## config.mk

```make
export PLATFORM = sky130hd
export DESIGN_NAME = alu_arith_logic
export DESIGN_NICKNAME = d
export VERILOG_FILES = /design/src/rtl/alu_pkg.sv /design/src/rtl/alu_adder32.sv /design/src/rtl/alu_arith_logic.sv
export SDC_FILE = /design/constraint.sdc
export NUM_CORES = 1
export LEC_CHECK = 0
export BUFFER_PORTS_ARGS = -buffer_cell sky130_fd_sc_hd__buf_2
export CAP_MARGIN = 10
export CORE_MARGIN = 5
export CORE_UTILIZATION = 25
export DETAILED_ROUTE_END_ITERATION = 8
export GPL_TIMING_DRIVEN = 0
export PLACE_DENSITY = 0.51
export SETUP_SLACK_MARGIN = 0.2
export SLEW_MARGIN = 25
export SYNTH_ARGS = -nofsm -noshare
export SYNTH_HDL_FRONTEND = slang
export SYNTH_SLANG_ARGS = --single-unit
```

## constraint.sdc

```tcl
create_clock -name soc_clk -period 8.8 [get_ports soc_clk]
set_input_delay 0.88 -clock soc_clk [delete_from_list [all_inputs] [get_ports soc_clk]]
set_output_delay 0.88 -clock soc_clk [all_outputs]
set_load 0.02 [all_outputs]
```

## src/rtl/alu_pkg.sv

```systemverilog
// Shared constants for the ALU integer execution slice: datapath width and op codes.
package alu_pkg;

    localparam int unsigned XLEN = 32;

    localparam logic [4:0] OP_BEQ  = 5'd0;
    localparam logic [4:0] OP_BNE  = 5'd1;
    localparam logic [4:0] OP_BLT  = 5'd2;
    localparam logic [4:0] OP_BGE  = 5'd3;
    localparam logic [4:0] OP_BLTU = 5'd4;
    localparam logic [4:0] OP_BGEU = 5'd5;
    localparam logic [4:0] OP_ADD  = 5'd6;
    localparam logic [4:0] OP_SUB  = 5'd7;
    localparam logic [4:0] OP_SLL  = 5'd8;
    localparam logic [4:0] OP_SLT  = 5'd9;
    localparam logic [4:0] OP_SLTU = 5'd10;
    localparam logic [4:0] OP_XOR  = 5'd11;
    localparam logic [4:0] OP_SRL  = 5'd12;
    localparam logic [4:0] OP_SRA  = 5'd13;
    localparam logic [4:0] OP_OR   = 5'd14;
    localparam logic [4:0] OP_AND  = 5'd15;
    localparam logic [4:0] OP_NOP  = 5'd16;

endpackage

```

## src/rtl/alu_adder32.sv

```systemverilog
// 32-bit adder/subtractor with carry-out and signed overflow.
// With sub=1 it computes a + ~b + 1, so carry_out=1 means "no borrow" (a >= b unsigned).
module alu_adder32
    import alu_pkg::*;
(
    input  logic [XLEN-1:0] a,
    input  logic [XLEN-1:0] b,
    input  logic            sub,
    output logic [XLEN-1:0] sum,
    output logic            carry_out,
    output logic            overflow
);

    logic [XLEN-1:0] b_eff;
    logic [XLEN:0]   full;

    // Operand inversion plus carry-in implements two's-complement subtraction
    always_comb begin
        b_eff     = sub ? ~b : b;
        full      = {1'b0, a} + {1'b0, b_eff} + {{XLEN{1'b0}}, sub};
        sum       = full[XLEN-1:0];
        carry_out = full[XLEN];
        overflow  = (a[XLEN-1] == b_eff[XLEN-1]) && (sum[XLEN-1] != a[XLEN-1]);
    end

endmodule

```

## src/rtl/alu_arith_logic.sv

```systemverilog
// Registered add/sub, compare and bitwise-logic slice of the ALU.
// Shift, NOP and unused op codes drive every result to zero.
module alu_arith_logic
    import alu_pkg::*;
(
    input  logic            soc_clk,
    input  logic            reset,
    input  logic            dat_ready,
    input  logic [XLEN-1:0] ALU_dat1,
    input  logic [XLEN-1:0] ALU_dat2,
    input  logic [4:0]      Instruction_to_ALU,
    output logic [XLEN-1:0] AddSub_out,
    output logic            AddSub_overflow,
    output logic            AddSub_zero,
    output logic [XLEN-1:0] Comparator_out,
    output logic            Comparator_con_met,
    output logic [XLEN-1:0] LogOp_out
);

    logic [XLEN-1:0] sum;
    logic            carry_out;
    logic            ovf;
    logic            sub;
    logic            lt_s;
    logic            lt_u;
    logic            eq;

    logic [XLEN-1:0] addsub_d;
    logic            ovf_d;
    logic            zero_d;
    logic            con_met_d;
    logic [XLEN-1:0] logop_d;

    // Adder subtracts for everything but ADD so compares share the subtract path
    assign sub = (Instruction_to_ALU != OP_ADD);

    alu_adder32 u_adder (
        .a         (ALU_dat1),
        .b         (ALU_dat2),
        .sub       (sub),
        .sum       (sum),
        .carry_out (carry_out),
        .overflow  (ovf)
    );

    // Less-than from the subtract: signed via sign^overflow, unsigned via borrow
    always_comb begin
        lt_s = sum[XLEN-1] ^ ovf;
        lt_u = ~carry_out;
        eq   = (ALU_dat1 == ALU_dat2);
    end

    // Opcode decode into next-state values for the three result groups
    always_comb begin
        addsub_d  = '0;
        ovf_d     = 1'b0;
        zero_d    = 1'b0;
        con_met_d = 1'b0;
        logop_d   = '0;
        case (Instruction_to_ALU)
            OP_ADD, OP_SUB: begin
                addsub_d = sum;
                ovf_d    = ovf;
                zero_d   = (sum == '0);
            end
            OP_BEQ:           con_met_d = eq;
            OP_BNE:           con_met_d = ~eq;
            OP_BLT, OP_SLT:   con_met_d = lt_s;
            OP_BGE:           con_met_d = ~lt_s;
            OP_BLTU, OP_SLTU: con_met_d = lt_u;
            OP_BGEU:          con_met_d = ~lt_u;
            OP_XOR:           logop_d   = ALU_dat1 ^ ALU_dat2;
            OP_OR:            logop_d   = ALU_dat1 | ALU_dat2;
            OP_AND:           logop_d   = ALU_dat1 & ALU_dat2;
            default: ;
        endcase
    end

    // Result registers: reset clears, dat_ready loads, otherwise hold
    always_ff @(posedge soc_clk) begin
        if (reset) begin
            AddSub_out         <= '0;
            AddSub_overflow    <= 1'b0;
            AddSub_zero        <= 1'b0;
            Comparator_con_met <= 1'b0;
            LogOp_out          <= '0;
        end else if (dat_ready) begin
            AddSub_out         <= addsub_d;
            AddSub_overflow    <= ovf_d;
            AddSub_zero        <= zero_d;
            Comparator_con_met <= con_met_d;
            LogOp_out          <= logop_d;
        end
    end

    // Comparison result travels on the flag; the word output is constant zero
    assign Comparator_out = '0;

endmodule

```

; Yosys cells after proc, flatten, opt, wreduce, memory -nomap -nowiden
; Index checks and enable logic that the tools add are counted.
[totals]
regBits = 67
output_inout_bits = 99
inputBits = 72
elab_cells = 43
[op_classes]
n_addsub = 2
n_mux = 6
eq_ne = 16
n_reduce_logical = 6
bitwise_logic = 8
[op_table]
columns = operator, n
row1 = $pmux 32 s3, 1
row2 = $mux 32, 2
row3 = $add 32x32->33, 1
row4 = $add 33x1->33, 1
row5 = $and 32x32->32, 1
row6 = $eq 32x32->1, 1
row7 = $logic_not 32->1, 1
row8 = $not 32->32, 1
row9 = $or 32x32->32, 1
row10 = $xor 32x32->32, 1
row11 = $eq 5x4->1 const B, 5
row12 = $eq 5x3->1 const B, 4
row13 = $eq 5x2->1 const B, 2
row14 = $pmux 1 s6, 1
row15 = $reduce_or 2->1, 3
row16 = $eq 5x1->1 const B, 1
row17 = $logic_not 5->1, 1
row18 = $ne 5x3->1 const B, 1
row19 = $not 1->1, 3
row20 = $mux 1, 2
row21 = $eq 1x1->1, 1
row22 = $logic_and 1x1->1, 1
row23 = $ne 1x1->1, 1
row24 = $xor 1x1->1, 1

; Depth between registers and ports, before layout
[depth]
word_depth = 9
ltp_mapped = 17
depth_no_buf = 14

; By module
; A second synthesis with hierarchy kept.
[hier_totals]
hier_cells = 818
hier_area_um2 = 6329.8
[by_module_without_submodules]
columns = module, area_each_um2, n_inst, seq_area_each_um2, cells_each
row1 = alu_arith_logic, 4346.7, 1, 1341.3, 542
row2 = alu_adder32, 1983.2, 1, 0.0, 276

; Worst setup path before layout
; Ideal clock, no wire load.
[synth_timing]
path_type = input to register
start = in Instruction_to_ALU[0]
end = reg AddSub_zero
arrival_ns = 5.072
path_stages = 16
t_required_ns = 8.713
n_path_buf = 3
path_slack_ns = 3.641
cell_sequence = clkbuf_1 -> buf_1 -> nor2_1 -> buf_1 -> xnor2_1 -> fa_1 -> a21o_1 -> a221oi_2 -> xnor2_1 -> a2111oi_4 -> nand4_1 -> or4b_1 -> or4_1 -> nor4_1 -> nand4b_1 -> o31ai_1
[synth_via]
elab_chain_cells = 6
elab_cells_between_ends = 9
classes_between = 2 x add/sub / 3 x eq/ne / 2 x mux / 2 x reduce/logical
[synth_rtl]
columns = element, line_no
row1 = "start, declared", alu_arith_logic.sv:11  ; input logic [4:0] Instruction_to_ALU,
row2 = $ne 5x3->1, alu_arith_logic.sv:35  ; assign sub = (Instruction_to_ALU != OP_ADD);
row3 = $mux 32, alu_adder32.sv:19  ; b_eff = sub ? ~b : b;
row4 = $add 32x32->33, alu_adder32.sv:20  ; full = {1'b0, a} + {1'b0, b_eff} + {{XLEN{1'b0}}, sub};
row5 = $add 33x1->33, alu_adder32.sv:20
row6 = $logic_not 32->1, alu_arith_logic.sv:64  ; zero_d = (sum == '0);
row7 = $mux 1 (*), alu_arith_logic.sv:60  ; case (Instruction_to_ALU)
row8 = "end signal, assigned", alu_arith_logic.sv:90  ; AddSub_zero <= zero_d;
row9 = "end, declared", alu_arith_logic.sv:14  ; output logic AddSub_zero,
; Every way passes the cells marked *; elsewhere a longest branch is shown, timed or not.
; A chain may end at the register's enable or synchronous reset.

; Worst setup path after layout
; Same ends and word-level chain as after synthesis.

==> summary.txt <==
STA
  – Setup TNS: 0 ps
  – Slew HR: 0.452
  – RSZ-0062 raised after global routing: false
  – Max Fclk: 167 MHz
  – Fin worst setup slack: 2810 ps
  – Measured slew at the worst slew-check pin: 822 ps
  – Clock Skew: 0 ps
  – # setup viols final: 0
  – Slew Viols, Final: 0
  – Crit share post-route: 0.681
  – Fin crit period: 5990 ps
  – Hold Fails Final Rpt: 0

Global routing
  – Largest net degree at the start of global routing: 11
  – Total track usage: 0.158
  – Initial antenna violation count: 4
  – Vias in the first global route: 6394
  – Grt total ovfl: 0
  – Global-route wire length before repair: 35600 µm

Cells and area
  – Layout Utilization: 0.310
  – Area delta synth->final: 23.1%
  – Antenna diodes: 0
  – Fill count: 2844
  – Layout cells sized above 1: 0.189
  – Commonest non-fill, non-tap cell in the layout: buf_2
  – Multi-input logic area: 4580 µm²
  – Register area: 1340 µm²
  – Commonest non-fill, non-tap cells in the layout: buf_2, ha_1, nor2_1
  – Nets: 1194

Min path
  – HP Class: flip-flop to flip-flop
  – Hold path depth: 2
  – Hold Path Origin: AddSub_out[1]
  – Min-Delay Endpoint: AddSub_out[1]

Clocking
  – CTS Hold Bufs: 0
  – CTS Buffer Depth: 2
  – CTS resizes: 0
  – CTS tree: built
  – Clock transition at path regs: 50 ps
  – Root buf cell: clkbuf_16
  – Worst skew pair latency: 330 ps
  – Total clock sinks: 67
  – Post-CTS Setup Bufs: 0
  – CTS Buf Count: 9
  – H-tree levels: 3

Critical path
  – FF-to-FF path depth: 4
  – Worst-path fanout max: 10
  – Slowest stage delay, CP: 670 ps
  – Worst Setup Path Type: primary input to flip-flop
  – Worst r2r dst: Comparator_con_met
  – Worst EP required: 9050 ps
  – Crit path max-delay family: simple AND/OR/NAND/NOR gates
  – Bufs and invs on worst path: 3
  – Arrival @ worst endpoint: 6250 ps
  – Crit-path slowest cell: buf_1
  – Crit end category: flip-flop
  – Critical Path Start Type: primary input
  – RR Startpoint: Comparator_con_met
  – Worst path cell trace: clkbuf_1 > buf_1 > nor2_1 > buf_1 > xnor2_1 > fa_1 > a21o_1 > a221oi_2 > xnor2_1 > a2111oi_4 > nand4_1 > or4b_1 > or4_1 > nor4_1 > nand4b_1 > o31ai_1
  – Crit path from: Instruction_to_ALU[0]
  – R2R Setup Slk: 7850 ps

Power
  – Comb pwr share: 0.358
  – Clock power frac: 0.338
  – Sw power: 0.373 mW
  – Max IR drop VDD: 71.9 µV
  – Internal Power: 0.675 mW
  – Switching Fraction: 0.356
  – Leak: 3.71 nW
  – Reg power frac: 0.303
  – Pwr Total: 1.05 mW
  – Power per cell area: 131 nW/µm²

Floorplanning
  – Area of the core: 25800 µm²
  – FP Rows: 59
  – Die Footprint: 29300 µm²
  – DIE HEIGHT: 171 µm
  – Chip Width: 171 µm
  – Initial core utilization: 0.252
  – IO Pins: 171

Drt
  – Routed WL: 23700 µm
  – Post-route ant nets: 0
  – TritonRoute pass-1 iters: 5
  – Average wire per standard cell: 17.4 µm
  – Initial drt markers: 429
  – Via-to-Cell Ratio: 4.84
  – Residual DRC count: 0
  – Vias: 6595

Yosys
  – Synth Instances: 846
  – Mapped cell area: 6480 µm²
  – Yosys warnings: 0
  – Synth cell types: 63
  – Seq cells post-synth: 67
  – Syn avg cell area: 7.66 µm²
  – Main synth FF type: dfxtp_1
  – Number of flops mapped to enable cells by yosys: 0
  – Fraction of registers with async set/reset: 0
  – Seq/Total Area, Yosys: 0.207

Placed design
  – GP Congestion: 0.936
  – Port Buffers: 136
  – Setup Slack @ Placement: 2500 ps
  – DP HPWL: 20300 µm

Status
  – Status: finished clean

Job
  – Max-Cap Viols: 0
==> worst max path at each step <==
stage                             end  cells after the start
after detailed placement  AddSub_zero                     16
after CTS                 AddSub_zero                     16
after floorplan           AddSub_zero                     16
final                     AddSub_zero                     16
after global placement    AddSub_zero                     16
after global routing      AddSub_zero                     16
==> metal layers <==
metal / track usage / vias to the layer above / wire [µm]
li1: - / 3289 / -
met1: 0.205 / 3092 / 10700
met2: 0.269 / 180 / 11300
met3: 0.0372 / 26 / 1400
met4: 0.0310 / 8 / 356
met5: 0 / - / 45
==> layout make-up <==
cell class                 count  share of cell area
clock buffer                  11              0.0304
inverter                      73              0.0343
buffer                        75              0.0505
sequential                    67               0.168
timing repair buffer         136              0.0853
multi-input combinational    662               0.574
tap                          335              0.0525
clock inverter                 3             0.00502
==> flip-flops by register name (all words and copies together) (netlist names) <==
signal / count
LogOp_out: 32
Comparator_con_met: 1
AddSub_out: 32
AddSub_overflow: 1
AddSub_zero: 1
==> synth_stat cells (3+ instances only) <==
library cell   n  area (µm²)
a21boi_0       3        22.5
and2_1         3        18.8
a22oi_1       20         150
and3_1         4        25.0
or3_1          4        25.0
or4_1          4        30.0
xnor2_1       46         403
o2bb2ai_1      6        52.6
xor2_1        10        87.6
ha_1          97        1210
nor2b_1       11        68.8
buf_4         32         240
a21o_1        11        82.6
a21oi_1       37         185
o21ai_0       56         280
inv_1         73         274
nand2_1       70         263
nor4_1         9        56.3
o21ai_1        4        20.0
nor3_1        38         190
a32oi_1        3        26.3
a211oi_1       3        22.5
o211ai_1       6        45.0
nand3_1       13        65.1
nand2b_1       3        18.8
clkbuf_1      36         135
nor2_1        75         282
o21a_1         6        45.0
dfxtp_1       67        1340
a221oi_1      33         289
a31oi_1        4        25.0
o31ai_1        3        22.5
a211o_1        3        26.3
a31o_2         3        26.3
nor3b_1        4        30.0
nand4_1        7        43.8
o22ai_1        3        18.8
buf_1          6        22.5
==> power by group through the flow <==
stage	registers, mW	logic [mW]	clock network, mW
floorplan	0.337	0.243	0
global placement	0.324	0.374	0
detailed placement	0.325	0.374	0
CTS	0.318	0.376	0.365
global route	0.319	0.416	0.377
finish	0.318	0.376	0.355
==> worst register-to-register path, stage by stage, from the launching register on <==
cell and delay, ps:
dfxtp_1 330, a32oi_1 160, nand2_1 70, a31oi_1 140, a41oi_1 120
==> stage by stage <==
| step | cell area [µm²] | hold slack [ps] | cells |
|---|---|---|---|
| 4_1_cts | 7980 | 461 | 1362 |
| 5_1_grt | 7980 | 483 | 1362 |
| 2_1_floorplan | 6600 | 530 | 877 |
| 3_3_place_gp | 7700 | 440 | 1348 |
| 3_5_place_dp | 7700 | 451 | 1348 |
| 6_report | 7980 | 456 | 1362 |
==> kinds of logic (layout without fill, tap and decap cells) <==
logic type / count (synthesis) / after routing / synth area share
and+or+nand+nor: 256 / 256 / 0.188
xor gates and xnor gates: 56 / 56 / 0.0756
other: 1 / 32 / 0.000578
AOI/OAI and AO/OA: 220 / 220 / 0.234
buffers and inverters: 148 / 298 / 0.104
adders and majority gates: 98 / 98 / 0.190
DFF: 67 / 67 / 0.207
No activity file was read; power rests on OpenSTA's default activity.
